### src/rtl/pwm_clkgen_pkg.sv
// Shared types for the multi-channel PWM / clock generator: channel FSM states,
// the per-channel configuration record and the channel-index width helper.
package pwm_clkgen_pkg;

  localparam int N_CH_DEF  = 4;
  localparam int CNT_W_DEF = 16;

  function automatic int calc_ch_w(input int n);
    return (n > 1) ? $clog2(n) : 1;
  endfunction

  localparam int CH_W_DEF = calc_ch_w(N_CH_DEF);

  typedef enum logic [1:0] {
    ST_IDLE  = 2'd0,
    ST_PHASE = 2'd1,
    ST_RUN   = 2'd2
  } ch_state_e;

  // Field width is fixed here; instances must use CNT_W == CNT_W_DEF.
  typedef struct packed {
    logic [CNT_W_DEF-1:0] period;
    logic [CNT_W_DEF-1:0] ton;
    logic [CNT_W_DEF-1:0] phase;
  } ch_cfg_t;

endpackage

### src/rtl/pwm_clkgen_if.sv
// Configuration write bus of pwm_clkgen: valid/ready handshake plus a
// one-cycle error pulse for rejected writes.
interface pwm_clkgen_if #(
  parameter int N_CH  = pwm_clkgen_pkg::N_CH_DEF,
  parameter int CNT_W = pwm_clkgen_pkg::CNT_W_DEF
);
  localparam int CH_W = pwm_clkgen_pkg::calc_ch_w(N_CH);

  logic             cfg_valid;
  logic             cfg_ready;
  logic [CH_W-1:0]  cfg_ch;
  logic [CNT_W-1:0] cfg_period;
  logic [CNT_W-1:0] cfg_ton;
  logic [CNT_W-1:0] cfg_phase;
  logic             cfg_err;

  modport master (
    output cfg_valid, cfg_ch, cfg_period, cfg_ton, cfg_phase,
    input  cfg_ready, cfg_err
  );

  modport slave (
    input  cfg_valid, cfg_ch, cfg_period, cfg_ton, cfg_phase,
    output cfg_ready, cfg_err
  );

endinterface

### src/rtl/pwm_clkgen_ch.sv
// One PWM channel: config registers, IDLE/PHASE/RUN sequencer, cycle counter
// and the registered waveform output.
module pwm_clkgen_ch
  import pwm_clkgen_pkg::*;
(
  input  logic    clk,
  input  logic    rst_n,
  input  logic    start,
  input  logic    stop,
  input  logic    en,
  input  logic    cfg_we,
  input  ch_cfg_t cfg_wdata,
  output logic    clk_out,
  output logic    active
);

  localparam int W = CNT_W_DEF;

  ch_cfg_t      cfg_q;
  ch_state_e    state_q;
  ch_state_e    state_d;
  logic [W-1:0] cnt_q;
  logic [W-1:0] cnt_d;
  logic         clk_out_q;
  logic         active_q;

  logic         launch;
  logic         period_last;

  // A channel whose period is still 0 (never configured since reset) ignores start.
  assign launch      = start && en && (cfg_q.period != '0);
  assign period_last = (cnt_q == (cfg_q.period - W'(1)));

  always_comb begin
    state_d = state_q;
    cnt_d   = cnt_q;
    if (stop) begin
      state_d = ST_IDLE;
      cnt_d   = '0;
    end else begin
      unique case (state_q)
        ST_IDLE: begin
          if (launch) begin
            if (cfg_q.phase == '0) begin
              state_d = ST_RUN;
              cnt_d   = '0;
            end else begin
              state_d = ST_PHASE;
              cnt_d   = cfg_q.phase;
            end
          end
        end
        ST_PHASE: begin
          if (cnt_q == W'(1)) begin
            state_d = ST_RUN;
            cnt_d   = '0;
          end else begin
            cnt_d = cnt_q - W'(1);
          end
        end
        ST_RUN: begin
          // Disable only takes effect at the period boundary so the last cycle completes.
          if (period_last) begin
            cnt_d = '0;
            if (!en) begin
              state_d = ST_IDLE;
            end
          end else begin
            cnt_d = cnt_q + W'(1);
          end
        end
        default: begin
          state_d = ST_IDLE;
          cnt_d   = '0;
        end
      endcase
    end
  end

  always_ff @(posedge clk or negedge rst_n) begin
    if (!rst_n) begin
      cfg_q     <= '0;
      state_q   <= ST_IDLE;
      cnt_q     <= '0;
      clk_out_q <= 1'b0;
      active_q  <= 1'b0;
    end else begin
      if (cfg_we) begin
        cfg_q <= cfg_wdata;
      end
      state_q   <= state_d;
      cnt_q     <= cnt_d;
      clk_out_q <= (state_d == ST_RUN) && (cnt_d < cfg_q.ton);
      active_q  <= (state_d != ST_IDLE);
    end
  end

  assign clk_out = clk_out_q;
  assign active  = active_q;

endmodule

### src/rtl/pwm_clkgen.sv
// Multi-channel PWM / clock generator: per-channel waveforms with programmable
// period, high time and phase, launched together by a shared start pulse.
module pwm_clkgen
  import pwm_clkgen_pkg::*;
#(
  parameter int N_CH  = N_CH_DEF,
  parameter int CNT_W = CNT_W_DEF
) (
  input  logic             clk,
  input  logic             rst_n,
  pwm_clkgen_if.slave      cfg_if,
  input  logic             start,
  input  logic             stop,
  input  logic [N_CH-1:0]  ch_en,
  output logic [N_CH-1:0]  clk_out,
  output logic [N_CH-1:0]  active
);

  localparam int CH_W = calc_ch_w(N_CH);

  logic [N_CH-1:0] ch_sel;
  logic [N_CH-1:0] ch_we;
  logic            ch_in_range;
  logic            cfg_accept;
  logic            cfg_bad;
  logic            cfg_err_q;
  ch_cfg_t         cfg_wdata;

  // An out-of-range index selects no channel, which makes ready 1 and flags the write bad.
  assign ch_in_range = |ch_sel;
  assign cfg_if.cfg_ready = ~|(ch_sel & active);
  assign cfg_accept  = cfg_if.cfg_valid && cfg_if.cfg_ready;
  assign cfg_bad     = !ch_in_range
                    || (cfg_if.cfg_period == '0)
                    || (cfg_if.cfg_ton > cfg_if.cfg_period);

  assign cfg_wdata.period = cfg_if.cfg_period;
  assign cfg_wdata.ton    = cfg_if.cfg_ton;
  assign cfg_wdata.phase  = cfg_if.cfg_phase;

  generate
    for (genvar gi = 0; gi < N_CH; gi++) begin : g_ch
      assign ch_sel[gi] = (cfg_if.cfg_ch == CH_W'(gi));
      assign ch_we[gi]  = cfg_accept && !cfg_bad && ch_sel[gi];

      pwm_clkgen_ch u_ch (
        .clk       (clk),
        .rst_n     (rst_n),
        .start     (start),
        .stop      (stop),
        .en        (ch_en[gi]),
        .cfg_we    (ch_we[gi]),
        .cfg_wdata (cfg_wdata),
        .clk_out   (clk_out[gi]),
        .active    (active[gi])
      );
    end
  endgenerate

  always_ff @(posedge clk or negedge rst_n) begin
    if (!rst_n) begin
      cfg_err_q <= 1'b0;
    end else begin
      cfg_err_q <= cfg_accept && cfg_bad;
    end
  end

  assign cfg_if.cfg_err = cfg_err_q;

endmodule

### src/flat_wrapper.sv
// flat-port wrapper written by rule: the top's interface ports become plain ports
module pwm_clkgen_flat import pwm_clkgen_pkg::*;
#(
  parameter int N_CH  = N_CH_DEF,
  parameter int CNT_W = CNT_W_DEF
)
  (clk, rst_n, start, stop, ch_en, clk_out, active, cfg_if_cfg_valid, cfg_if_cfg_ch, cfg_if_cfg_period, cfg_if_cfg_ton, cfg_if_cfg_phase, cfg_if_cfg_ready, cfg_if_cfg_err);
  pwm_clkgen_if #(.N_CH(N_CH), .CNT_W(CNT_W)) cfg_if_i ();
  input  logic clk;
  input  logic rst_n;
  input  logic start;
  input  logic stop;
  input  logic [N_CH-1:0] ch_en;
  output logic [N_CH-1:0] clk_out;
  output logic [N_CH-1:0] active;
  input wire logic [$bits(cfg_if_i.cfg_valid)-1:0] cfg_if_cfg_valid;
  input wire logic [$bits(cfg_if_i.cfg_ch)-1:0] cfg_if_cfg_ch;
  input wire logic [$bits(cfg_if_i.cfg_period)-1:0] cfg_if_cfg_period;
  input wire logic [$bits(cfg_if_i.cfg_ton)-1:0] cfg_if_cfg_ton;
  input wire logic [$bits(cfg_if_i.cfg_phase)-1:0] cfg_if_cfg_phase;
  output wire logic [$bits(cfg_if_i.cfg_ready)-1:0] cfg_if_cfg_ready;
  output wire logic [$bits(cfg_if_i.cfg_err)-1:0] cfg_if_cfg_err;
  assign cfg_if_i.cfg_valid = cfg_if_cfg_valid;
  assign cfg_if_i.cfg_ch = cfg_if_cfg_ch;
  assign cfg_if_i.cfg_period = cfg_if_cfg_period;
  assign cfg_if_i.cfg_ton = cfg_if_cfg_ton;
  assign cfg_if_i.cfg_phase = cfg_if_cfg_phase;
  assign cfg_if_cfg_ready = cfg_if_i.cfg_ready;
  assign cfg_if_cfg_err = cfg_if_i.cfg_err;
  pwm_clkgen #(.N_CH(N_CH), .CNT_W(CNT_W)) u_core (.clk(clk), .rst_n(rst_n), .cfg_if(cfg_if_i), .start(start), .stop(stop), .ch_en(ch_en), .clk_out(clk_out), .active(active));
endmodule
### config.mk
export PLATFORM = sky130hd
export DESIGN_NAME = pwm_clkgen_flat
export DESIGN_NICKNAME = d
export VERILOG_FILES = /design/src/rtl/pwm_clkgen_pkg.sv /design/src/rtl/pwm_clkgen_if.sv /design/src/rtl/pwm_clkgen_ch.sv /design/src/rtl/pwm_clkgen.sv /design/src/flat_wrapper.sv
export SDC_FILE = /design/constraint.sdc
export NUM_CORES = 1
export LEC_CHECK = 0
export CORE_ASPECT_RATIO = 1.75
export CORE_MARGIN = 4
export CORE_UTILIZATION = 55
export DETAILED_ROUTE_END_ITERATION = 16
export GPL_TIMING_DRIVEN = 0
export PLACE_DENSITY = 0.71
export SLEW_MARGIN = 20
export SYNTH_ARGS = -nofsm -noshare
export SYNTH_HDL_FRONTEND = slang
export SYNTH_HIERARCHICAL = 1
export SYNTH_SLANG_ARGS = --single-unit
### constraint.sdc
create_clock -name clk -period 4.7 [get_ports clk]
set_input_delay 1.41 -clock clk [delete_from_list [all_inputs] [get_ports clk]]
set_output_delay 1.41 -clock clk [all_outputs]
set_load 0.01 [all_outputs]
[Word-level counts from Yosys, hierarchy flattened]
Cells that the tools add are included.
W data, S select, Z words.
Word-level totals
  register bits after elaboration: 273
  input bits: 59
  output and inout bits: 10
Operators by class
  add/subtract/negate cells: 12
  $lt $le $gt $ge: 5
  eq/ne operators: 23
  multiplexer cells: 52
  bitwise operators: 1
  reductions and logical operators: 44
Operator list (number)
  $mux W16: 20
  $pmux W16 S3: 4
  $sub A16 B1 Y16 const B: 8
  $logic_not A16 Y1: 5
  $add A16 B1 Y16 const B: 4
  $eq A16 B1 Y1 const B: 4
  $eq A16 B16 Y1: 4
  $lt A16 B16 Y1: 4
  $reduce_bool A16 Y1: 4
  $mux W2: 24
  $pmux W2 S3: 4
  $eq A2 B2 Y1 const B: 10
  $logic_and A1 B1 Y1: 19
  $gt A16 B16 Y1: 1
  $eq A2 B1 Y1 const B: 5
  $logic_not A2 Y1: 5
  $reduce_bool A2 Y1: 4
  $reduce_or A4 Y1: 2
  $and A4 B4 Y4: 1
  $logic_not A1 Y1: 3
  $logic_or A1 B1 Y1: 2

[Longest topological paths before layout]
Gate-level depths: netlist (run 1).
  depth in word-level cells: 8
  depth in mapped cells: 22
  gate-level depth less buffers: 19

[Cells and area by module]
The synthesis (run 1) kept the hierarchy.
Modules (own cells, without submodules)
  pwm_clkgen_ch (u_core.g_ch[2].u_ch): times used 1, cells each 493, area each 4518.1 um^2, seq. area each 1701.6 um^2
  pwm_clkgen_ch (u_core.g_ch[0].u_ch): times used 1, cells each 497, area each 4476.8 um^2, seq. area each 1701.6 um^2
  pwm_clkgen_ch (u_core.g_ch[1].u_ch): times used 1, cells each 485, area each 4424.2 um^2, seq. area each 1701.6 um^2
  pwm_clkgen_ch (u_core.g_ch[3].u_ch): times used 1, cells each 484, area each 4418.0 um^2, seq. area each 1701.6 um^2
  pwm_clkgen: times used 1, cells each 72, area each 574.3 um^2, seq. area each 25.0 um^2

[Worst setup path after synthesis (run 1)]
Ideal clock, no wire load.
  path type: input to register
  start point: input start
  end point: register u_core.g_ch[2].u_ch.clk_out_q
  library setup time: 65 ps
  arrival time: 4221 ps
  data required time: 4635 ps
  setup slack: 414 ps
  stages: 13
  buffers on the path: 0
  path through: o211ai_2 > nor3_1 > a211o_1 > a22oi_1 > nor4_1 > ha_1 > a21o_1 > a21o_1 > a221oi_1 > o2111ai_1 > a2111oi_0 > a21o_1 > o211a_1
Between the ends
  longest elaborated chain between the ends: 7
Ends and longest elaborated chain
  from (decl): RTL line flat_wrapper.sv:11  | input logic start;
  $logic_and A1 B1 Y1 (2 in series): RTL line pwm_clkgen_ch.sv:31  | assign launch = start && en && (cfg_q.period != '0);
  $mux W16: RTL line pwm_clkgen_ch.sv:43  | if (launch) begin
  $pmux W16 S3: RTL line pwm_clkgen_ch.sv:41  | unique case (state_q)
  $mux W16: RTL line pwm_clkgen_ch.sv:37  | if (stop) begin
  named net u_core.g_ch[2].u_ch.cnt_d[2]: RTL line pwm_clkgen_ch.sv:23  | logic [W-1:0] cnt_d;
  $lt A16 B16 Y1: RTL line pwm_clkgen_ch.sv:93  | clk_out_q <= (state_d == ST_RUN) && (cnt_d < cfg_q.ton);
  $logic_and A1 B1 Y1: RTL line pwm_clkgen_ch.sv:93
  to (signal assigned): RTL line pwm_clkgen_ch.sv:93
  to (decl): RTL line pwm_clkgen_ch.sv:24  | logic clk_out_q;
The timed path passes the listed nets, and every way through them passes these cells.
A chain may end at the register's enable or synchronous reset.

[Final worst setup path (run 1)]
  start point: input cfg_if_cfg_ch[1]
  end point: output cfg_if_cfg_ready
Between the ends
  longest elaborated chain between the ends: 4
Ends and longest elaborated chain
  from (decl): RTL line flat_wrapper.sv:17  | input wire logic [$bits(cfg_if_i.cfg_ch)-1:0] cfg_if_cfg_ch;
  $eq A2 B1 Y1, or another cell as far along: RTL line pwm_clkgen.sv:43  | assign ch_sel[gi] = (cfg_if.cfg_ch == CH_W'(gi));
  $and A4 B4 Y4 (*): RTL line pwm_clkgen.sv:31  | assign cfg_if.cfg_ready = ~|(ch_sel & active);
  $reduce_or A4 Y1 (*): RTL line pwm_clkgen.sv:31
  $logic_not A1 Y1 (*): RTL line pwm_clkgen.sv:31
  to (decl): RTL line flat_wrapper.sv:21  | output wire logic [$bits(cfg_if_i.cfg_ready)-1:0] cfg_if_cfg_ready;
Mark *: on every way between the ends. The rest lies on a longest branch, timed or not.

==> results of run 1 <==
worst max-delay path by stage:
| stage | from | endpoint |
|---|---|---|
| 6_report | cfg_if_cfg_ch[1] | cfg_if_cfg_ready |
| 3_3_place_gp | rst_n | u_core/g_ch[2].u_ch/cnt_q[12] |
| 2_1_floorplan | start | u_core/g_ch[2].u_ch/clk_out |
| 3_5_place_dp | start | u_core/g_ch[2].u_ch/clk_out |
| 5_1_grt | u_core/g_ch[0].u_ch/cfg_q[32] | u_core/g_ch[0].u_ch/clk_out |
| 4_1_cts | u_core/g_ch[1].u_ch/cnt_q[8] | u_core/g_ch[1].u_ch/clk_out |
power breakdown:
part           total (mW)  internal [mW]  switching (mW)
Combinational        4.61           1.95            2.66
Clock                2.34           1.34            1.01
Sequential           3.92           3.08           0.840
Total                10.9           6.36            4.50
metal layers:
| layer | vias up | share of wire | global-route usage |
|---|---|---|---|
| li1 | 7676 | - | - |
| met1 | 8325 | 0.38 | 0.4148 |
| met2 | 861 | 0.48 | 0.5838 |
| met3 | 248 | 0.061 | 0.03542 |
| met4 | 0 | 0.075 | 0.2040 |
| met5 | - | 0 | 0 |
synth_stat cells (all sizes together) (6+ instances only):
library cell,instances,area (um2)
a2111oi,6,97.59
a211o,7,61.31
a211oi,12,110.1
a21o,26,195.2
a21oi,81,420.4
a221oi,20,187.7
a222oi,12,120.1
a22oi,10,75.07
a31oi,35,225.2
and2,11,71.32
and3,32,200.2
and4,6,52.55
buf,30,196.4
clkbuf,101,380.4
dfrtp,273,6832
ha,92,1151
inv,117,439.2
mux2,122,1374
mux2i,12,120.1
nand2,194,728.2
nand2b,18,112.6
nand3,59,300.3
nand3b,12,90.09
nand4,33,206.5
nand4b,7,61.31
nor2,111,416.7
nor2b,18,112.6
nor3,74,370.4
nor3b,6,45.04
nor4,64,471.7
nor4b,7,88.83
o2111ai,10,105.1
o211ai,20,160.2
o21a,8,60.06
o21ai,152,764.5
o221ai,6,52.55
o22ai,7,43.79
o31a,6,52.55
o31ai,9,67.56
o41ai,7,61.31
or3,19,118.9
or4,16,131.4
xnor2,68,595.6
xor2,37,324.1
final cells by class:
type	count	area [um2]	share of cell area
buffer	124	576.8	0.02730
clock buffer	31	720.7	0.03411
clock inverter	18	227.7	0.01078
inverter	117	439.2	0.02079
multi-input combinational	1510	10920	0.5168
sequential	273	6839	0.3237
tap	405	506.7	0.02399
timing repair buffer	90	897.1	0.04246
cells by family (layout without fill, tap and decap cells):
family | after synthesis | after routing
DFF | 273 | 273
xor gates and xnor gates | 106 | 106
adders and majority gates | 92 | 92
muxes | 135 | 135
AOI/OAI and AO/OA | 474 | 474
buffers and inverters | 248 | 380
and+or+nand+nor | 703 | 703
sequential cells by signal, summed over array words and instances, names as in the netlist:
register,cells
u_core/g_ch.u_ch/cnt_q,64
u_core/g_ch.u_ch/state_q,8
u_core/g_ch.u_ch/active,4
u_core/g_ch.u_ch/cfg_q,192
u_core/g_ch.u_ch/clk_out,4
u_core/cfg_if.cfg_err,1
cell usage in the layout (no fill, tap or decap), drive strengths merged, types with 35 or more instances in the layout:
master and instances:
ha 92, o21ai 152, clkdlybuf4s50 65, nor4 64
nor2 111, dfrtp 273, nand2 194, mux2 122
buf 50, clkbuf 128, xor2 37, xnor2 68
a31oi 35, inv 120, a21oi 81, nor3 74
nand3 59
per-stage QoR:
step / util / hold slack [ns] / setup WS [ns]
after detailed placement: 0.5957 / 0.5065 / -1.683
after CTS: 0.6290 / 0.5253 / 0.004700
final: 0.6396 / 0.5331 / 0.08021
after floorplan: - / 0.4739 / 0.4137
after global placement: 0.5933 / 0.4932 / -9.304
after global routing: 0.6396 / 0.5496 / -0.1206
critical path, cell delays in order:
cell and delay [ns]:
clkdlybuf4s50_1 0.64, mux4_2 0.56, inv_2 0.07, clkdlybuf4s50_1 0.53
what timing repair did:
action / CTS / global route
pin swaps: 4 / 22
resized for setup: 38 / 61
hold buffers: 0 / 0
buffers inserted: 4 / 16
endpoints found under the setup margin: 8 / 45
==> flow_metrics.env, run 1 <==
export IMPL_maxCapViolCount=0
export IMPL_die_area_um2=36580
export IMPL_hold_depth=1
export IMPL_synth_top_family_by_area="simple AND/OR/NAND/NOR gates"
export IMPL_cp_max_fo=5
export IMPL_cp_end_kind="primary output"
export IMPL_r2r_end="u_core/g_ch[0].u_ch/clk_out"
export IMPL_gp_congestion=0.9897
export IMPL_synthArstFlopShare=1.000
export IMPL_reg2reg_depth=20
export IMPL_reg2reg_from="u_core/g_ch[0].u_ch/cfg_q[36]"
export IMPL_final_nets=2294
export IMPL_drive_above_1_share=0.1535
export IMPL_synth_seq_cells=273
export IMPL_synth_ff_type="dfrtp_1"
export IMPL_ys_warn_count=6
export IMPL_fin_total_pwr_mw=10.87
export IMPL_fin_cells=2568
export IMPL_start_util=0.5574
export IMPL_drt_pass1_iter_count=10
export IMPL_setup_tns_ns=0
export IMPL_crit_arrival_ns=3.21
export IMPL_std_cell_rows=88
export IMPL_drt_iter0_markers=1403
export IMPL_yosys_mux_area_fraction=0.08236
export IMPL_min_to="u_core/g_ch[0].u_ch/cfg_q[16]"
export IMPL_htree_levels=1
export IMPL_status="complete, no violations"
export IMPL_finalHoldViolations=0
export IMPL_synth_xor_area_frac=0.05124
export IMPL_totalWireLength_um=64510
export IMPL_synth_area_um2=18410
export IMPL_synthCells=2031
export IMPL_setup_violations=0
export IMPL_ys_seq_area_frac=0.3710
export IMPL_worstSkewPairLatency_ns=0.56
export IMPL_maxSlewHeadroom=0.2314
export IMPL_rrSetupSlack_ns=0.11
export IMPL_synthAdderAreaFrac=0.06252
export IMPL_die_height_um=250.0
export IMPL_syn_num_nets=2182
export IMPL_fin_crit_ns=4.620
export IMPL_syn_to_final_growth_pct=14.75
export IMPL_dp_cells=2506
export IMPL_power_density_nw_per_um2=514.5
export IMPL_cts_tree="done"
export IMPL_grt_max_degree=99
export IMPL_synthDistinctLibCells=100
export IMPL_fillers=2827
export IMPL_p_leak_nw=8.770
export IMPL_place_hpwl_um=48190
export IMPL_tightest_slew_ns=1.142
export IMPL_viasPerCell=6.663
export IMPL_die_w_um=146.3
export IMPL_fin_area_um2=21130
export IMPL_synth_edff_count=0
export IMPL_cp_required_ns=3.29
export IMPL_synth_compound_area_frac=0.1754
export IMPL_core_area_um2=33030
export IMPL_grt_pass1_wl_um=97060
export IMPL_grt_pass1_vias=16472
export IMPL_clk_pin_slew_ns=0.07
export IMPL_skew_ns=0.01436
export IMPL_grt_ovfl_total=0
export IMPL_worstHoldPathType="reg -> reg"
export IMPL_min_from="u_core/g_ch[0].u_ch/cfg_q[16]"
export IMPL_drv_slew=0
export IMPL_fmax_mhz=216.5
export IMPL_syn_area_per_cell_um2=9.065
export IMPL_finalCritPeriodShare=0.9829
export IMPL_wl_per_cell_um=25.12
export IMPL_placed_area_um2=19680
export IMPL_rsz0062_at_grt="yes"
export IMPL_cts_num_sinks=273
export IMPL_io_pins=69
export IMPL_clock_root_buffer="clkbuf_16"
export IMPL_criticalPathCategory="in -> out"
export IMPL_ir_drop_mv=0.3480
export IMPL_synth_simple_area_share=0.2022
export IMPL_port_buffers=68
export IMPL_antenna_left=0
export IMPL_cts_made_buffers=27
export IMPL_critPathLaunchType="primary input"
export IMPL_diodes=0
export IMPL_gr_usage_all_layers=0.3416
export IMPL_antenna_found_initial=3
export IMPL_drc=0
export IMPL_cts_max_path_buffers=3
export IMPL_vias=17110
No activity file was read; power rests on OpenSTA's default activity.
==> inputs of run 2 (changes only) <==
--- a/config.mk
+++ b/config.mk
@@ -11,7 +11,6 @@
 export DETAILED_ROUTE_END_ITERATION = 16
 export GPL_TIMING_DRIVEN = 0
 export PLACE_DENSITY = 0.71
-export SLEW_MARGIN = 20
 export SYNTH_ARGS = -nofsm -noshare
 export SYNTH_HDL_FRONTEND = slang
 export SYNTH_HIERARCHICAL = 1
==> run 2 against run 1 <==
Compared with the run above:
- hold slack got worse by 0.013 ns
- routed wire length up 0.54%
- cell area rose by 0.43%
- clock-buffer cell count increased by 3
- clock skew down 0.0022 ns
- die area unchanged
- register-to-register slack improved by 0.05 ns
- highest routed layer unchanged
==> flow_metrics.env, run 2 (synthesis results as in run 1) <==
export IMPL_fin_total_pwr_mw=10.89
export IMPL_cp_max_fo=10
export IMPL_fmax_mhz=215.4
export IMPL_drive_above_1_share=0.1575
export IMPL_wl_per_cell_um=25.14
export IMPL_antenna_left=0
export IMPL_viasPerCell=6.639
export IMPL_dp_cells=2506
export IMPL_vias=17128
export IMPL_maxCapViolCount=0
export IMPL_min_from="u_core/g_ch[0].u_ch/cfg_q[16]"
export IMPL_final_common_cell="dfrtp_1"
export IMPL_antenna_found_initial=3
export IMPL_clkPwrFrac=0.213
export IMPL_reg2reg_from="u_core/g_ch[3].u_ch/cfg_q[35]"
export IMPL_htree_levels=1
export IMPL_gp_congestion=0.9897
export IMPL_cts_num_sinks=273
export IMPL_rsz0062_at_grt="yes"
export IMPL_drc=0
export IMPL_drt_pass1_iter_count=6
export IMPL_crit_arrival_ns=5.09
export IMPL_worstSkewPairLatency_ns=0.57
export IMPL_final_nets=2303
export IMPL_totalWireLength_um=64850
export IMPL_switching_share=0.4161
export IMPL_ctsHoldBuffers=0
export IMPL_gr_usage_all_layers=0.3433
export IMPL_reg2reg_depth=18
export IMPL_place_hpwl_um=48260
export IMPL_maxSlewHeadroom=0.4491
export IMPL_std_cell_rows=88
export IMPL_seqPwrFrac=0.359
export IMPL_cp_end_kind="flop"
export IMPL_hold_depth=1
export IMPL_largest_register_ffs=192
export IMPL_grt_pass1_vias=16747
export IMPL_grt_pass1_wl_um=97720
export IMPL_p_int_mw=6.362
export IMPL_r2r_end="u_core/g_ch[3].u_ch/clk_out"
export IMPL_io_pins=69
export IMPL_worstHoldPathType="reg -> reg"
export IMPL_criticalPathCategory="in -> reg"
export IMPL_reg_largest_list="u_core/g_ch.u_ch/cfg_q: 192 flops, u_core/g_ch.u_ch/cnt_q: 64 flops, u_core/g_ch.u_ch/state_q: 8 flops"
export IMPL_finalHoldViolations=0
export IMPL_die_height_um=250.0
export IMPL_setup_violations=0
export IMPL_critPathLaunch="cfg_if_cfg_period[5]"
export IMPL_syn_to_final_growth_pct=15.24
export IMPL_fin_crit_ns=4.642
export IMPL_power_density_nw_per_um2=513.5
export IMPL_drv_slew=0
export IMPL_top_register="u_core/g_ch.u_ch/cfg_q"
export IMPL_status="complete, no violations"
export IMPL_grt_ovfl_total=0
export IMPL_p_leak_nw=8.793
export IMPL_rrSetupSlack_ns=0.16
export IMPL_fin_cells=2580
export IMPL_p_comb_frac=0.428
export IMPL_min_to="u_core/g_ch[0].u_ch/cfg_q[16]"
export IMPL_switchingPower_mw=4.533
export IMPL_grt_max_degree=108
export IMPL_cts_tree="done"
export IMPL_clk_pin_slew_ns=0.07
export IMPL_skew_ns=0.01212
export IMPL_die_w_um=146.3
export IMPL_start_util=0.5574
export IMPL_setup_tns_ns=0
export IMPL_ir_drop_mv=0.3739
export IMPL_most_common_layout_cells="266 x dfrtp_1, 193 x nand2_1, 137 x o21ai_0"
export IMPL_finalCritPeriodShare=0.9877
export IMPL_cts_made_buffers=27
export IMPL_drt_iter0_markers=1391
export IMPL_cp_required_ns=5.15
export IMPL_port_buffers=68
export IMPL_fillers=2804
export IMPL_cts_max_path_buffers=3
export IMPL_core_area_um2=33030
export IMPL_critPathLaunchType="primary input"
export IMPL_die_area_um2=36580
export IMPL_fin_util=0.6423
export IMPL_tightest_slew_ns=0.8264
export IMPL_clock_root_buffer="clkbuf_16"
[run 2: cell types whose count changed in the layout (fill, tap and decap cells not counted), sizes merged]
cell	change
buf	+11
diode	+3
clkinv	-2
bufinv	-1
clkbuf	+1
clkinvlp	+1
inv	-1
[run 2: worst max path at each step]
stage                     slack (ns)                            end
after global placement         -9.30  u_core/g_ch[2].u_ch/cnt_q[12]
after floorplan                 0.41    u_core/g_ch[2].u_ch/clk_out
after detailed placement       -1.62    u_core/g_ch[2].u_ch/clk_out
after global routing           -0.12    u_core/g_ch[0].u_ch/clk_out
after CTS                      -0.04    u_core/g_ch[2].u_ch/clk_out
final                           0.06  u_core/g_ch[2].u_ch/cfg_q[43]
[run 2: layout make-up]
class | instances | area [um2] | area share
Antenna cell | 3 | 7.507 | 0.0003538
Buffer | 123 | 573.1 | 0.02701
Clock buffer | 34 | 752.0 | 0.03544
Clock inverter | 15 | 182.7 | 0.008610
Inverter | 117 | 439.2 | 0.02070
Multi-Input combinational cell | 1510 | 10940 | 0.5158
Sequential cell | 273 | 6840 | 0.3224
Tap cell | 405 | 506.7 | 0.02388
Timing Repair Buffer | 100 | 972.2 | 0.04582
[run 2: power groups by stage]
stage | clock network (mW) | registers (mW) | logic (mW)
floorplan | 0 | 3.54 | 3.25
global placement | 0 | 3.87 | 4.18
detailed placement | 0 | 3.88 | 4.32
global route | 2.44 | 3.99 | 5.09
CTS | 2.34 | 3.87 | 4.38
finish | 2.32 | 3.92 | 4.66
[run 2: timing repair]
item | CTS | global route
endpoints found under the hold margin | 0 | 0
endpoints found under the setup margin | 10 | 38
gates resized for setup | 37 | 68
pin swaps | 3 | 26
setup buffers | 4 | 26
[run 2: per-layer routing]
metal	GRT usage	vias up	share of wire
met5	0	-	0
met4	0.2191	0	0.077
met3	0.04650	239	0.071
met2	0.5835	897	0.48
met1	0.4066	8289	0.37
li1	-	7703	-
[run 2: worst max-delay path: stages]
cell	delay [ns]
clkdlybuf4s50_1	0.82
inv_1	0.14
ha_1	0.37
a21oi_1	0.16
o21ai_0	0.12
a2bb2oi_1	0.21
a41oi_2	0.30
nor4b_4	0.46
clkbuf_2	0.33
clkbuf_1	0.37
mux2_2	0.39
[run 2: stage by stage]
stage                     worst slack (ns)  cell area, um2  hold WS (ns)
final                              0.05790           21220        0.5201
after global routing               -0.1198           21210        0.5500
after CTS                         -0.04357           20760        0.5202
after detailed placement            -1.620           19660        0.5065
after global placement              -9.304           19600        0.4932
after floorplan                     0.4137           18410        0.4739
==> RTL edit (config.mk and constraints of run 2) <==
Re-encode `ch_state_e` (3 states) as one-hot, 3 bits wide.
--- a/src/rtl/pwm_clkgen_pkg.sv
+++ b/src/rtl/pwm_clkgen_pkg.sv
@@ -12,8 +12,8 @@
   localparam int CH_W_DEF = calc_ch_w(N_CH_DEF);
 
-  typedef enum logic [1:0] {
-    ST_IDLE  = 2'd0,
-    ST_PHASE = 2'd1,
-    ST_RUN   = 2'd2
+  typedef enum logic [2:0] {
+    ST_IDLE  = 3'b001,
+    ST_PHASE = 3'b010,
+    ST_RUN   = 3'b100
   } ch_state_e;
 
Check against the original RTL: no difference found for any inputs over 4 cycles, from zero or initial values and one cycle with rst_n low; so few cycles prove little.
==> RTL edit against run 2 <==
Sequential power is 9.4% lower. Clock power is 4% higher. Register-to-register slack worse by 110 ps. Fmax is 0.12% lower. Combinational power is 38% lower. Wire length is 0.80% higher. Sequential share of layout area is 0.58 points higher. Cell area is 0.31% lower. Largest power group is now registers. Synthesized area is 0.64% higher. Power is 18% lower. Setup slack worse by 5.6 ps. Sequential cell count is 4 higher.
==> RTL edit: results (changes against run 2) <==
MIN PATH
--------------------------------------------------------------------------------
HP Start .......................................................... u_core/g_ch[1].u_ch/cfg_q[16]$_DFFE_PN0P_

GRT
--------------------------------------------------------------------------------
Met1 layer usage reported by global route .........................        0.400   -0.00657
Met3 Usage GRT ....................................................       0.0411   -0.00539
Initial antenna violation count ...................................            1   -2
Wire length of the first global-routing pass ......................     98100 um   +0.37%
Total routing usage reported by global routing ....................        0.345   +0.00124

SYNTH
--------------------------------------------------------------------------------
List of most frequent post-synthesis cells ........................ 273 x sky130_fd_sc_hd__dfrtp_1, 219 x sky130_fd_sc_hd__nand2_1, 157 x sky130_fd_sc_hd__o21ai_0
Leading cell types by total area after synthesis .................. sky130_fd_sc_hd__dfrtp_1 37%, sky130_fd_sc_hd__mux2_2 7.2%, sky130_fd_sc_hd__ha_1 6.2%
Area fraction in compound gates after synthesis ...................        0.159   -0.0164
Proportion of synthesized area in mux cells .......................       0.0783   -0.00403
Adder-Cell Fraction of Synth Area .................................       0.0621   -0.000397
Post-synthesis sequential area ratio ..............................        0.374   +0.00332
Post-synthesis net count ..........................................         2228   +2.1%

ROUTING
--------------------------------------------------------------------------------
Wire per inst .....................................................      24.6 um   -2.0%
Total number of vias ..............................................        17194   +0.39%
Post-route met1 wirelength ........................................     24200 um   +1.1%
Violation count after the first detailed-routing iteration ........         1574   +13%

POWER
--------------------------------------------------------------------------------
Static Leakage ....................................................      8.79 nW   about the same
Largest voltage drop on the vdd net ...............................     0.353 mV   -5.5%
Power dissipated by switching net loads ...........................      3.27 mW   -28%
Total power consumption of the routed design ......................      8.88 mW   -18%

CELLS AND AREA
--------------------------------------------------------------------------------
Final-layout fill cell count ......................................         2857   +1.9%
Fraction of final layout cells with drive strength greater than 1 .        0.132   -0.0258
Fin nets ..........................................................         2333   +1.3%

SETUP PATH
--------------------------------------------------------------------------------
Crit path max-delay family ........................................ simple AND/OR/NAND/NOR gates
Largest stage delay on the critical path ..........................       560 ps   -260 ps
Max stage delay cell, worst path .................................. sky130_fd_sc_hd__or4_1
Arrival time of the worst setup path ..............................      5060 ps   -30 ps

STA
--------------------------------------------------------------------------------
Headroom to the max-slew limit ....................................        0.171   -0.278
Worst-case clock skew .............................................      18.9 ps   +6.75 ps
Achievable clock frequency ........................................    0.215 GHz   -0.12%
Hold slack ........................................................       512 ps   -8.54 ps

OUTCOME
--------------------------------------------------------------------------------
Outcome ........................................................... finished clean

PLACE
--------------------------------------------------------------------------------
Placed wire-length estimate after detailed placement ..............     48000 um   -0.46%

[RTL edit: cell count changes after synthesis, sizes merged, moves of 9 or more]
| cell | run 2 | this run |
|---|---|---|
| and3 | 32 | 22 |
| nand2 | 194 | 219 |
| o21ai | 152 | 163 |
| nand2b | 18 | 35 |
| xor2 | 37 | 48 |
| nand4 | 33 | 42 |
| xnor2 | 68 | 80 |
[RTL edit: cell type report]
| type | count | area, sq um | share of cell area |
|---|---|---|---|
| multi-input cells | 1556 | 10900 | 0.513 |
| flip-flops and latches | 277 | 6940 | 0.328 |
| repair buffers | 76 | 791 | 0.0374 |
| clock buffers | 37 | 766 | 0.0362 |
| plain buffers | 124 | 574 | 0.0272 |
| well taps | 450 | 563 | 0.0266 |
| inverters | 119 | 447 | 0.0211 |
| clock inverters | 14 | 216 | 0.0102 |
| diodes | 1 | 2.50 | 0.000118 |
